$ cat src/rtl/imem_loader.sv
// imem_loader: encodes symbolic I-type ALU requests (ADDI/XORI/ORI/ANDI) into
// RV32I instruction words and writes them to consecutive instruction-memory
// addresses starting at 0.
//
// Build option: define IMEM_LOADER_READBACK_EN to read back and verify every
// written word (READ/CHECK states, err[1] on mismatch). When it is undefined,
// mem_rdata is ignored and err[1] is tied to 0.
//
// Ports:
//   clk, rst        clock and synchronous active-high reset
//   clear           synchronous restart, same effect as rst
//   req_valid/ready request handshake (req_ready is combinational)
//   req_op/rd/rs1/imm/last  symbolic request payload
//   mem_we/addr/wdata       instruction-memory write port
//   mem_rdata       synchronous-read data (readback build only)
//   done            sticky program-loaded flag
//   err             sticky errors: [0] illegal op, [1] readback mismatch
//   count           number of words written
module imem_loader #(
    parameter int unsigned ADDR_W = 4
) (
    input  logic              clk,
    input  logic              rst,
    input  logic              clear,
    input  logic              req_valid,
    output logic              req_ready,
    input  logic [2:0]        req_op,
    input  logic [4:0]        req_rd,
    input  logic [4:0]        req_rs1,
    input  logic [11:0]       req_imm,
    input  logic              req_last,
    output logic              mem_we,
    output logic [ADDR_W-1:0] mem_addr,
    output logic [31:0]       mem_wdata,
    input  logic [31:0]       mem_rdata,
    output logic              done,
    output logic [1:0]        err,
    output logic [ADDR_W:0]   count
);

    localparam int unsigned CNT_W = ADDR_W + 1;
    localparam logic [6:0] OPCODE_OP_IMM = 7'b0010011;

`ifdef IMEM_LOADER_READBACK_EN
    typedef enum logic [2:0] {S_IDLE, S_WRITE, S_READ, S_CHECK, S_DONE} state_t;
    // After CHECK the count already includes the word just written.
    localparam logic [CNT_W-1:0] CAP = CNT_W'(2 ** ADDR_W);
`else
    typedef enum logic [2:0] {S_IDLE, S_WRITE, S_DONE} state_t;
    // In WRITE the count has not yet been incremented for the current word.
    localparam logic [CNT_W-1:0] LAST_CNT = CNT_W'((2 ** ADDR_W) - 1);
`endif

    state_t      state_q, state_d;
    logic        last_q;
    logic        err_ill_q;
    logic        err_rb;
    logic        accept_c;
    logic        legal_c;
    logic [2:0]  funct3_c;
    logic [31:0] enc_c;

    assign req_ready = (state_q == S_IDLE) && !clear && !rst;
    assign accept_c  = req_valid && req_ready;
    assign err       = {err_rb, err_ill_q};

    // Op-code to funct3 translation and instruction encoding.
    always_comb begin
        legal_c  = 1'b1;
        funct3_c = 3'b000;
        case (req_op)
            3'd1:    funct3_c = 3'b000;
            3'd2:    funct3_c = 3'b100;
            3'd3:    funct3_c = 3'b110;
            3'd4:    funct3_c = 3'b111;
            default: legal_c  = 1'b0;
        endcase
        enc_c = {req_imm, req_rs1, funct3_c, req_rd, OPCODE_OP_IMM};
    end

    // Next-state logic.
    always_comb begin
        state_d = state_q;
        case (state_q)
            S_IDLE: begin
                if (accept_c) begin
                    if (legal_c)       state_d = S_WRITE;
                    else if (req_last) state_d = S_DONE;
                    else               state_d = S_IDLE;
                end
            end
`ifdef IMEM_LOADER_READBACK_EN
            S_WRITE: state_d = S_READ;
            S_READ:  state_d = S_CHECK;
            S_CHECK: state_d = (last_q || count == CAP) ? S_DONE : S_IDLE;
`else
            S_WRITE: state_d = (last_q || count == LAST_CNT) ? S_DONE : S_IDLE;
`endif
            S_DONE:  state_d = S_DONE;
            default: state_d = S_IDLE;
        endcase
    end

    // State and registered outputs; rst and clear restart everything.
    always_ff @(posedge clk) begin
        if (rst || clear) begin
            state_q   <= S_IDLE;
            mem_we    <= 1'b0;
            mem_addr  <= '0;
            mem_wdata <= '0;
            last_q    <= 1'b0;
            done      <= 1'b0;
            err_ill_q <= 1'b0;
            count     <= '0;
        end else begin
            state_q <= state_d;
            mem_we  <= (state_d == S_WRITE);
            done    <= (state_d == S_DONE);
            if (accept_c) begin
                mem_wdata <= enc_c;
                // count doubles as the write pointer; it never reaches 2^ADDR_W here.
                mem_addr  <= count[ADDR_W-1:0];
                last_q    <= req_last;
                if (!legal_c) err_ill_q <= 1'b1;
            end
            if (state_q == S_WRITE) count <= count + CNT_W'(1);
        end
    end

`ifdef IMEM_LOADER_READBACK_EN
    logic err_rb_q;

    // Readback compare: mem_rdata carries the word addressed during WRITE/READ.
    always_ff @(posedge clk) begin
        if (rst || clear) begin
            err_rb_q <= 1'b0;
        end else if (state_q == S_CHECK && mem_rdata != mem_wdata) begin
            err_rb_q <= 1'b1;
        end
    end
    assign err_rb = err_rb_q;
`else
    logic unused_rdata;
    assign unused_rdata = ^mem_rdata;
    assign err_rb       = 1'b0;
`endif

endmodule

$ cat config.mk
export PLATFORM = sky130hd
export DESIGN_NAME = imem_loader
export DESIGN_NICKNAME = d
export VERILOG_FILES = /design/src/rtl/imem_loader.sv
export SDC_FILE = /design/constraint.sdc
export NUM_CORES = 1
export LEC_CHECK = 0
export ABC_AREA = 1
export BUFFER_PORTS_ARGS = -buffer_cell sky130_fd_sc_hd__buf_2
export CORE_MARGIN = 8
export CORE_UTILIZATION = 31
export CTS_BUF_LIST = sky130_fd_sc_hd__clkbuf_4 sky130_fd_sc_hd__clkbuf_8
export DETAILED_ROUTE_END_ITERATION = 10
export PLACE_DENSITY = 0.65
export SLEW_MARGIN = 10
export SYNTH_ARGS = -nofsm -noshare
export SYNTH_HDL_FRONTEND = slang
export SYNTH_SLANG_ARGS = --single-unit
$ cat constraint.sdc
create_clock -name clk -period 1.4 [get_ports clk]
set_input_delay 0.28 -clock clk [delete_from_list [all_inputs] [get_ports clk]]
set_output_delay 0.28 -clock clk [all_outputs]
set_load 0.01 [all_outputs]
# After elaboration in Yosys (flattened, before gate mapping)
# Cells that the tools add are included.
op_classes:
  addsub: 1
  eq_ne: 9
  mux: 7
  bitwise_logic: 1
  reduce_logical: 10
ops:
  columns: ["op", "count"]
  rows:
  - ["$pmux W3 S3", 2]
  - ["$eq A3 B2 Y1 const B", 4]
  - ["$eq A3 B1 Y1 const B", 3]
  - ["$mux W2", 3]
  - ["$add A5 B1 Y5 const B", 1]
  - ["$eq A5 B4 Y1 const B", 1]
  - ["$reduce_or A4 Y1", 1]
  - ["$eq A3 B3 Y1 const B", 1]
  - ["$logic_and A1 B1 Y1", 3]
  - ["$logic_not A3 Y1", 1]
  - ["$mux W3", 1]
  - ["$logic_not A1 Y1", 2]
  - ["$logic_or A1 B1 Y1", 2]
  - ["$reduce_and A2 Y1", 1]
  - ["$mux W1", 1]
  - ["$not A1 Y1", 1]
totals:
  register_bits: 44
  in_bits: 62
  out_inout_bits: 46

# Longest topological paths before layout
# Gate-level depths: netlist of the first run.
logic_depth:
  depth_word: 7
  ltp_mapped: 8

# Worst setup path before layout of the first run
# No wires, ideal clock.
synth_path:
  path_kind: "reg-to-reg"
  from: "register count[1]"
  to: "register done"
  arrival_ps: 1240
  required_time_ps: 1330
  path_slack_ps: 90
  path_stages_with_launch: 9
  path_buffers: 0
  path_cell_list: "dfxtp_1 -> ha_1 -> inv_1 -> nor3_1 -> ha_1 -> nor2_1 -> o22ai_1 -> inv_1 -> a21oi_1"
synth_between:
  elab_chain_cells: 5
synth_lines:
  columns: ["element", "line_no", "source"]
  rows:
  - ["start, declared", "38", "output logic [ADDR_W:0] count"]
  - ["start signal, assigned", "126", "if (state_q == S_WRITE) count <= count + CNT_W'(1);"]
  - ["$eq A5 B4 Y1", "97", "S_WRITE: state_d = (last_q || count == LAST_CNT) ? S_DONE : S_IDLE;"]
  - ["$logic_or A1 B1 Y1", "97", null]
  - ["$mux W2", "97", null]
  - ["$pmux W3 S3", "84", "case (state_q)"]
  - ["$eq A3 B2 Y1", "118", "done <= (state_d == S_DONE);"]
  - ["end signal, assigned", "118", null]
  - ["end, declared", "36", "output logic done,"]
# Every way passes these cells.
# A chain may end at the register's enable or synchronous reset.

# Final worst setup path of the first run
layout_path:
  from: "register state_q[2]"
  to: "output port req_ready"
layout_between:
  elab_chain_cells: 3
layout_lines:
  columns: ["element", "line_no", "source"]
  rows:
  - ["start, declared", "54", "state_t state_q, state_d;"]
  - ["start signal, assigned", "116", "state_q <= state_d;"]
  - ["$logic_not A3 Y1", "63", "assign req_ready = (state_q == S_IDLE) && !clear && !rst;"]
  - ["$logic_and A1 B1 Y1 (2 in series)", "63", null]
  - ["end, declared", "26", "output logic req_ready,"]
# Every way passes these cells.

==> metrics.cfg, run 1 <==
[routing]
drc = 0
wl_per_cell_microns = 11.1
vias = 1473
via_per_inst = 4.21
dr.pass1.iters = 4
drt_first_iter_violations = 105
routed_wirelength_microns = 3890
antenna_left = 0

[yosys]
ys_top_cells_by_area = dfxtp_1, nand2_1, o21ai_0
yosysTopAreaCell = dfxtp_1
synth_flop_cell = dfxtp_1
yosysSeqAreaShare_pct = 51.9
synth_area_per_cell_sq_um = 7.94
synthesis.area_sq_mm = 0.00162
yosysUniqueCellTypes = 20
ys_top_cells_by_count = nand2_1, dfxtp_1, o21ai_0, nor2_1, inv_1
synth_seq_cells = 42
synth_edf_count = 0
syn_inst = 204
synth_most_common_cell = nand2_1
async_flop_share_pct = 0
yosysWarnings = 0
synth_top_area_share_pct = 51.9

[layout]
insertedDiodeCount = 0
final-instance-count-excl-fill = 350
area_growth_pct = 35.2
drive_above_1_share_pct = 35.7
regArea_sq_um = 843
nNetsFinal = 343
multi_input_area_sq_um = 666
fill_cells = 510
fin_util_pct = 43.2

[sta]
setup_violations = 0
setup_tns_ps = 0
rsz0062_at_grt = true
min_period_over_period_pct = 96.0
hold_viol = 0
finalClockSkew_ps = 6.16
fin_crit_ps = 1340
fmax_ghz = 0.744
slew_violations = 0

[critical_path]
ff2ff_path_depth = 8
cp_slowest_cell = dfxtp_1
startpoint = state_q[2]$_SDFF_PP0_
r2r_start = count[1]$_SDFFE_PP0P_
regToRegEndpoint = done$_SDFF_PP0_
endpoint = req_ready
cp.depth = 4
path_class = reg -> out
reg2reg_slack_ps = 80
crit_fanout = 2
cp_cell_sequence = nor2_4, nand3_4, inv_2, buf_2
crit_arrival_ps = 1060
crit_required_ps = 1120
critPathCaptureType = output port
cp_num_buf_inv = 2
max_stage_delay_ps = 340
critPathLaunchType = flip-flop
crit_family = flip-flops

[global_route]
grt_max_degree = 38
grt_pass1_vias = 1389
grt_pass1_wl_microns = 6070
grt-ovfl-total = 0
track_usage_pct = 10.0
antenna_found_initial = 0

[placement]
dp_cells = 341
dp_hpwl_microns = 2900
place.gp.congestion = 0.707
io_buffers = 70

[job]
maxCapViolations = 0

[pwr]
ir_drop_v = 0.000489
power_density_mw_per_mm2 = 1010
p_leak_nw = 1.04
power_mw = 2.22

[hold_path]
hp-class = in -> reg
worstHoldPathCells = 3

[clocking]
clock_latency_ps = 290
cts_buffers = 5
root_buffer = clkbuf_8
htree_levels = 2
cts_max_path_buffers = 2
cts.sinks = 42
cts_tree = yes
ctsHoldBuffers = 0
clk_pin_slew_ps = 80

[run_status]
status = finished clean

[floorplanning]
start_util_pct = 31.9
boundaryPins = 108
rows = 26
coreArea_sq_mm = 0.00507
die_area_sq_mm = 0.00780
die_w_microns = 88.3
die_y_microns = 88.3

==> area by class of cell <==
| class | instances | area share (%) |
|---|---|---|
| sequential | 42 | 38.5 |
| multi-input combinational | 137 | 30.4 |
| timing repair buffer | 80 | 20.6 |
| clock buffer | 7 | 4.11 |
| tap | 70 | 4.00 |
| inverter | 13 | 2.23 |
| clock inverter | 1 | 0.228 |
==> routing by layer <==
layer | vias to the layer above | part of all wire, % | track usage, %
li1 | 788 | - | -
met1 | 636 | 45 | 11.4
met2 | 44 | 45 | 16.2
met3 | 5 | 7.6 | 3.81
met4 | 0 | 1.6 | 4.61
met5 | - | 0 | 0
==> repair_timing <==
action / CTS / global route
setup buffers: 0 / 1
gates cloned: 0 / 0
endpoints found under the setup margin: 1 / 3
gates resized for setup: 1 / 9
pin swaps: 0 / 5
==> flip-flops by register name (all words and copies together), names as in the netlist <==
register,flops
mem_wdata,26
err_ill_q,1
mem_addr,4
mem_we,1
state_q,3
count,5
last_q,1
done,1
==> through the flow <==
| step | setup slack [ps] | hold slack, ps | area, sq um |
|---|---|---|---|
| after CTS | 1.61 | 178 | 2150 |
| after floorplan | 90.4 | 393 | 1640 |
| after detailed placement | 58.8 | 464 | 2050 |
| after global routing | -4.94 | 187 | 2190 |
| final | 55.9 | 183 | 2190 |
| after global placement | 48.9 | 447 | 2050 |
==> cells by family (layout without fill, tap and decap cells) <==
kind of cell    after synthesis  after routing  share of synthesized area (%)
compound gates               43             43                           13.4
simple gates                 86             86                           22.9
buf+inv                      30            101                           10.1
flops                        42             42                           51.9
fa+ha+maj                     2              2                           1.54
other cells                   1              6                          0.231
==> placed cells by master, fill, tap and decap left out, types with 2 or more instances in the layout <==
cell      synthesis  layout
dfxtp_2           0       2
conb_1            1       6
buf_4            10       8
dfxtp_1          42      40
a21oi_1           9       8
o21ai_0          29      29
clkbuf_8          0       6
nor2_4            1       2
nand3_1           7       7
o21ai_1           4       4
buf_2             5      70
inv_1            12      11
nand2_1          59      59
inv_2             1       2
nor2_1           16      15
buf_12            0       2
==> worst min path at each step <==
| stage | start | end | slack (ps) |
|---|---|---|---|
| 5_1_grt | req_imm[7] | mem_wdata[27]$_SDFFE_PP0P_ | 190 |
| 4_1_cts | req_rd[1] | mem_wdata[8]$_SDFFE_PP0P_ | 180 |
| 2_1_floorplan | req_rd[3] | mem_wdata[10]$_SDFFE_PP0P_ | 390 |
| 3_5_place_dp | mem_addr[0]$_SDFFE_PP0P_ | mem_addr[0]$_SDFFE_PP0P_ | 460 |
| 6_report | req_rd[1] | mem_wdata[8]$_SDFFE_PP0P_ | 180 |
| 3_3_place_gp | err_ill_q$_SDFFE_PP0P_ | err_ill_q$_SDFFE_PP0P_ | 450 |
==> worst reg2reg max path, stage by stage, from the launching register on <==
cell and delay (ps):
dfxtp_2 360, ha_4 140, inv_2 40, nor3_2 170, ha_2 180, nor2_1 40, o22ai_1 100, inv_1 80
a21oi_2 140
==> power breakdown <==
group	total, mW	switching [mW]	internal, mW
combinational	0.181	0.102	0.0793
clock	0.815	0.398	0.417
sequential	1.23	0.0112	1.22
total	2.22	0.511	1.71
No activity file was read; power rests on OpenSTA's default activity.
==> run 2, diff against run 1 <==
--- a/config.mk
+++ b/config.mk
@@ -11,7 +11,6 @@
 export CORE_UTILIZATION = 31
 export CTS_BUF_LIST = sky130_fd_sc_hd__clkbuf_4 sky130_fd_sc_hd__clkbuf_8
 export DETAILED_ROUTE_END_ITERATION = 10
-export PLACE_DENSITY = 0.65
 export SLEW_MARGIN = 10
 export SYNTH_ARGS = -nofsm -noshare
 export SYNTH_HDL_FRONTEND = slang
==> metrics.cfg, run 2 (synthesis results as in run 1) <==
[layout]
drive_above_1_share_pct = 36.0  ; +0.26 points
final-instance-count-excl-fill = 348  ; -0.57%
final_cell_mix = buf_2, nand2_1, dfxtp_1, o21ai_0, nor2_1
nNetsFinal = 341  ; -0.58%
top_register = mem_wdata
design_area_sq_mm = 0.00217  ; -0.97%
area_growth_pct = 33.9
insertedDiodeCount = 0  ; unchanged
mostFrequentLayoutCell = buf_2
largest_reg_flops = 26  ; unchanged
reg_top3 = mem_wdata: 26 flops, count: 5 flops, mem_addr: 4 flops

[hold_path]
hp-class = in -> reg
worstHoldPathCells = 3  ; unchanged

[critical_path]
crit_arrival_ps = 1580  ; +520 ps
path_class = reg -> reg
critPathCaptureType = flip-flop
crit_fanout = 2  ; unchanged
cp_slowest_cell = dfxtp_2
startpoint = count[1]$_SDFFE_PP0P_
crit_required_ps = 1620  ; +500 ps
endpoint = done$_SDFF_PP0_
crit_family = flip-flops
cp_cell_sequence = ha_4, inv_2, nor3_2, ha_2, nor2_2, o22ai_1, inv_1, a21oi_2
reg2reg_slack_ps = 40  ; -40 ps
cp_num_buf_inv = 2  ; unchanged
regToRegEndpoint = done$_SDFF_PP0_
r2r_start = count[1]$_SDFFE_PP0P_
ff2ff_path_depth = 8  ; unchanged
critPathLaunchType = flip-flop
max_stage_delay_ps = 360  ; +20 ps
cp.depth = 8  ; +4

[routing]
antenna_left = 0  ; unchanged
vias = 1463  ; -0.68%
via_per_inst = 4.20  ; -0.11%
dr.pass1.iters = 4  ; unchanged
drc = 0  ; unchanged
wl_per_cell_microns = 11.2  ; +1.0%
drt_first_iter_violations = 30  ; -71%
routed_wirelength_microns = 3910  ; +0.46%

[global_route]
grt_max_degree = 37  ; -2.6%
track_usage_pct = 10.2  ; +0.12 points
grt_pass1_vias = 1410  ; +1.5%
grt_pass1_wl_microns = 6240  ; +2.7%
antenna_found_initial = 0  ; unchanged
grt-ovfl-total = 0  ; unchanged

[sta]
min_period_over_period_pct = 97.0  ; +0.95 points
setup_violations = 0  ; unchanged
hold_viol = 0  ; unchanged
fmax_ghz = 0.737  ; -0.98%
fin_crit_ps = 1360  ; +13.3 ps
setup_tns_ps = 0  ; unchanged
finalClockSkew_ps = 5.03  ; -1.13 ps
rsz0062_at_grt = true
slew_violations = 0  ; unchanged

[placement]
io_buffers = 70  ; unchanged
dp_hpwl_microns = 2890  ; -0.60%
place.gp.congestion = 0.720  ; +1.8%
dpl-instance-area_sq_mm = 0.00203  ; -1.3%
dp_cells = 339  ; -0.59%

[job]
maxCapViolations = 0  ; unchanged

[clocking]
cts_tree = yes
cts.sinks = 42  ; unchanged
cts_max_path_buffers = 2  ; unchanged
clk_pin_slew_ps = 80  ; about the same
root_buffer = clkbuf_8
clock_latency_ps = 280  ; about the same
htree_levels = 2  ; unchanged
cts_buffers = 5  ; unchanged

[floorplanning]
die_area_sq_mm = 0.00780  ; unchanged
boundaryPins = 108  ; unchanged
rows = 26  ; unchanged
die_w_microns = 88.3  ; unchanged
start_util_pct = 31.9  ; unchanged
coreArea_sq_mm = 0.00507  ; unchanged
die_y_microns = 88.3  ; unchanged

[pwr]
ir_drop_v = 0.000418  ; -14%
p_leak_nw = 1.02  ; -1.2%
power_density_mw_per_mm2 = 1010  ; -0.16%

[run_status]
status = finished clean

[run 2: cell types whose count changed in the layout (fill, tap and decap cells not counted)]
cell	previous run	this run
a21oi_1	8	7
a21oi_2	1	2
buf_12	2	1
buf_4	8	7
nor2_1	15	14
nor2_2	0	1
[run 2: tightest hold or removal path, cell delays in order]
cell     delay [ps]
buf_2            70
nand2_1          40
o21ai_0          50
[run 2: repair_timing]
action / CTS / global route
buffers inserted: 0 / 1
cloned: 0 / 0
hold endpoints to repair: 0 / 0
endpoints found under the setup margin: 1 / 3
hold buffers: 0 / 0
pin swaps: 0 / 6
resized for setup: 1 / 11
[run 2: power breakdown]
| part | internal [mW] | switching [mW] |
|---|---|---|
| clock network | 0.417 | 0.384 |
| registers | 1.22 | 0.0111 |
| logic | 0.0702 | 0.100 |
| total | 1.70 | 0.495 |
[run 2: layout make-up]
| type | count | area [sq um] |
|---|---|---|
| tap | 70 | 87.6 |
| inverter | 13 | 48.8 |
| clock inverter | 1 | 5.00 |
| sequential | 42 | 843 |
| fill | 560 | 2910 |
| timing repair buffer | 78 | 423 |
| clock buffer | 7 | 90.1 |
| multi-input combinational | 137 | 672 |
[run 2: stage by stage]
step | setup slack (ps) | hold slack (ps) | utilization, % | total power, mW
detailed placement | 83.1 | 452 | 39.9 | 1.43
CTS | 12.0 | 175 | 41.9 | 2.25
finish | 42.6 | 189 | 42.8 | 2.20
floorplan | 90.4 | 393 | - | 1.35
global route | -113 | 188 | 42.8 | 2.31
global placement | 79.5 | 447 | 39.9 | 1.42
[run 2: worst min-delay path by stage]
stage	end	from	slack, ps
3_3_place_gp	err_ill_q$_SDFFE_PP0P_	err_ill_q$_SDFFE_PP0P_	450
3_5_place_dp	last_q$_SDFFE_PP0P_	last_q$_SDFFE_PP0P_	450
6_report	mem_wdata[28]$_SDFFE_PP0P_	req_imm[8]	190
5_1_grt	mem_wdata[26]$_SDFFE_PP0P_	req_imm[6]	190
4_1_cts	mem_wdata[28]$_SDFFE_PP0P_	req_imm[8]	170
2_1_floorplan	mem_wdata[10]$_SDFFE_PP0P_	req_rd[3]	390
[run 2: per-layer routing]
layer	global-route usage [%]	part of all wire, %	vias to the layer above
met2	17.6	50	41
met4	5.07	1.4	0
met1	11.2	42	636
met3	2.60	6.5	4
met5	0	0	-
li1	-	-	782
==> run 3, diff against run 2 <==
--- a/config.mk
+++ b/config.mk
@@ -9,7 +9,7 @@
 export BUFFER_PORTS_ARGS = -buffer_cell sky130_fd_sc_hd__buf_2
 export CORE_MARGIN = 8
 export CORE_UTILIZATION = 31
-export CTS_BUF_LIST = sky130_fd_sc_hd__clkbuf_4 sky130_fd_sc_hd__clkbuf_8
+export CTS_BUF_LIST = sky130_fd_sc_hd__clkbuf_8
 export DETAILED_ROUTE_END_ITERATION = 10
 export SLEW_MARGIN = 10
 export SYNTH_ARGS = -nofsm -noshare
==> metrics.cfg, run 3 (synthesis results as in run 1) <==
[run_status]
status = finished clean

[clocking]
cts_buffers = 5  ; unchanged
clock_latency_ps = 280  ; about the same
ctsHoldBuffers = 0  ; unchanged
root_buffer = clkbuf_8
cts.sinks = 42  ; unchanged
clk_pin_slew_ps = 80  ; about the same
cts_max_path_buffers = 2  ; unchanged
htree_levels = 2  ; unchanged
cts_tree = yes

[critical_path]
cp_num_buf_inv = 2  ; unchanged
crit_required_ps = 1620  ; about the same
crit_arrival_ps = 1580  ; about the same
regToRegEndpoint = done$_SDFF_PP0_
max_stage_delay_ps = 360  ; about the same
ff2ff_path_depth = 8  ; unchanged
r2r_start = count[1]$_SDFFE_PP0P_
critPathCaptureType = flip-flop
cp_cell_sequence = ha_4, inv_2, nor3_2, ha_2, nor2_2, o22ai_1, inv_1, a21oi_2
reg2reg_slack_ps = 40  ; about the same
cp_slowest_cell = dfxtp_2
critPathLaunchType = flip-flop
path_class = reg -> reg
crit_fanout = 2  ; unchanged
crit_family = flip-flops

[routing]
via_per_inst = 4.20  ; unchanged
dr.pass1.iters = 4  ; unchanged
antenna_left = 0  ; unchanged
drc = 0  ; unchanged
routed_wirelength_microns = 3910  ; about the same
wl_per_cell_microns = 11.2  ; about the same
vias = 1463  ; unchanged
drt_first_iter_violations = 37  ; +23%

[sta]
rsz0062_at_grt = true
setup_slack_ps = 42.6  ; unchanged
min_period_over_period_pct = 97.0  ; unchanged
fmax_ghz = 0.737  ; unchanged
hold_viol = 0  ; unchanged
setup_violations = 0  ; unchanged
fin_crit_ps = 1360  ; unchanged
finalClockSkew_ps = 5.03  ; unchanged
slew_violations = 0  ; unchanged

[hold_path]
worstHoldPathCells = 3  ; unchanged
hp-class = in -> reg
min_to = mem_wdata[28]$_SDFFE_PP0P_
hold_start = req_imm[8]

[placement]
pre_cts_slack_ps = 83.1  ; unchanged
io_buffers = 70  ; unchanged
place.gp.congestion = 0.720  ; unchanged
dp_cells = 339  ; unchanged
dp_hpwl_microns = 2890  ; unchanged

[layout]
reg_top3 = mem_wdata: 26 flops, count: 5 flops, mem_addr: 4 flops
insertedDiodeCount = 0  ; unchanged
final_cell_mix = buf_2, nand2_1, dfxtp_1, o21ai_0, nor2_1
nNetsFinal = 341  ; unchanged
fin_util_pct = 42.7  ; -0.074 points
mostFrequentLayoutCell = buf_2
drive_above_1_share_pct = 35.6  ; -0.36 points
final-instance-count-excl-fill = 348  ; unchanged
area_growth_pct = 33.7
largest_reg_flops = 26  ; unchanged
top_register = mem_wdata

[global_route]
grt_pass1_vias = 1410  ; unchanged
track_usage_pct = 10.2  ; unchanged
antenna_found_initial = 0  ; unchanged
grt_max_degree = 37  ; unchanged
grt-ovfl-total = 0  ; unchanged
grt_pass1_wl_microns = 6240  ; unchanged

[pwr]
ir_drop_v = 0.000418  ; unchanged
p_int_mw = 1.68  ; -1.6%
seqPwrFrac_pct = 56.5  ; +0.7 points
p_leak_nw = 1.02  ; about the same
clockPowerShare_pct = 35.7  ; -0.7 points
swShare_pct = 22.8  ; +0.29 points
power_density_mw_per_mm2 = 1000  ; -1.0%
p_comb_share_pct = 7.8  ; about the same
p_switching_mw = 0.496  ; about the same

[job]
maxCapViolations = 0  ; unchanged

[floorplanning]
start_util_pct = 31.9  ; unchanged
boundaryPins = 108  ; unchanged
rows = 26  ; unchanged
die_area_sq_mm = 0.00780  ; unchanged
die_y_microns = 88.3  ; unchanged
coreArea_sq_mm = 0.00507  ; unchanged
die_w_microns = 88.3  ; unchanged

run 3: area by class of cell:
type | instances | area, sq um
Inverter | 13 | 48.8
Timing Repair Buffer | 78 | 423
Tap cell | 70 | 87.6
Multi-Input combinational cell | 137 | 672
Sequential cell | 42 | 843
Clock inverter | 2 | 8.76
Fill cell | 559 | 2910
Clock buffer | 6 | 82.6
run 3: metal layers:
layer	vias up	track usage (%)	wire length (microns)
li1	782	-	-
met1	636	11.2	1660
met2	41	17.6	1940
met3	4	2.60	256
met4	0	5.07	55
met5	-	0	0
run 3: metrics by stage:
stage	cell area, sq um	TNS [ps]	power [mW]	hold slack, ps
5_1_grt	2170	-210	2.29	188
6_report	2170	0	2.17	189
3_3_place_gp	2030	0	1.42	447
3_5_place_dp	2030	0	1.43	452
4_1_cts	2120	0	2.22	175
2_1_floorplan	1640	0	1.35	393
run 3: worst max path at each step:
stage	startpoint	to	slack (ps)	cells past startpoint
2_1_floorplan	count[1]$_SDFFE_PP0P_	done$_SDFF_PP0_	90	8
3_3_place_gp	rst	done$_SDFF_PP0_	80	5
3_5_place_dp	rst	last_q$_SDFFE_PP0P_	80	5
4_1_cts	state_q[2]$_SDFF_PP0_	req_ready	10	4
5_1_grt	count[1]$_SDFFE_PP0P_	done$_SDFF_PP0_	-110	8
6_report	count[1]$_SDFFE_PP0P_	done$_SDFF_PP0_	40	8
run 3: worst reg2reg max path: cells and delay by family (launching register included):
kind,cells,cell delay [ps]
AOI/OAI and AO/OA,2,250
adders and majority gates,2,350
buffers and inverters,2,130
DFF,1,360
and+or+nand+nor,2,210
run 3: power groups by stage:
stage               registers, mW  clock network, mW  logic (mW)
floorplan                    1.26                  0      0.0905
global placement             1.25                  0       0.169
detailed placement           1.25                  0       0.172
CTS                          1.23              0.823       0.172
global route                 1.23              0.865       0.193
finish                       1.23              0.775       0.170
run 3: repair_timing:
item,4_1_cts,5_1_grt
pin swaps,0,6
resized for setup,1,11
endpoints found under the setup margin,1,3
setup buffers,0,1
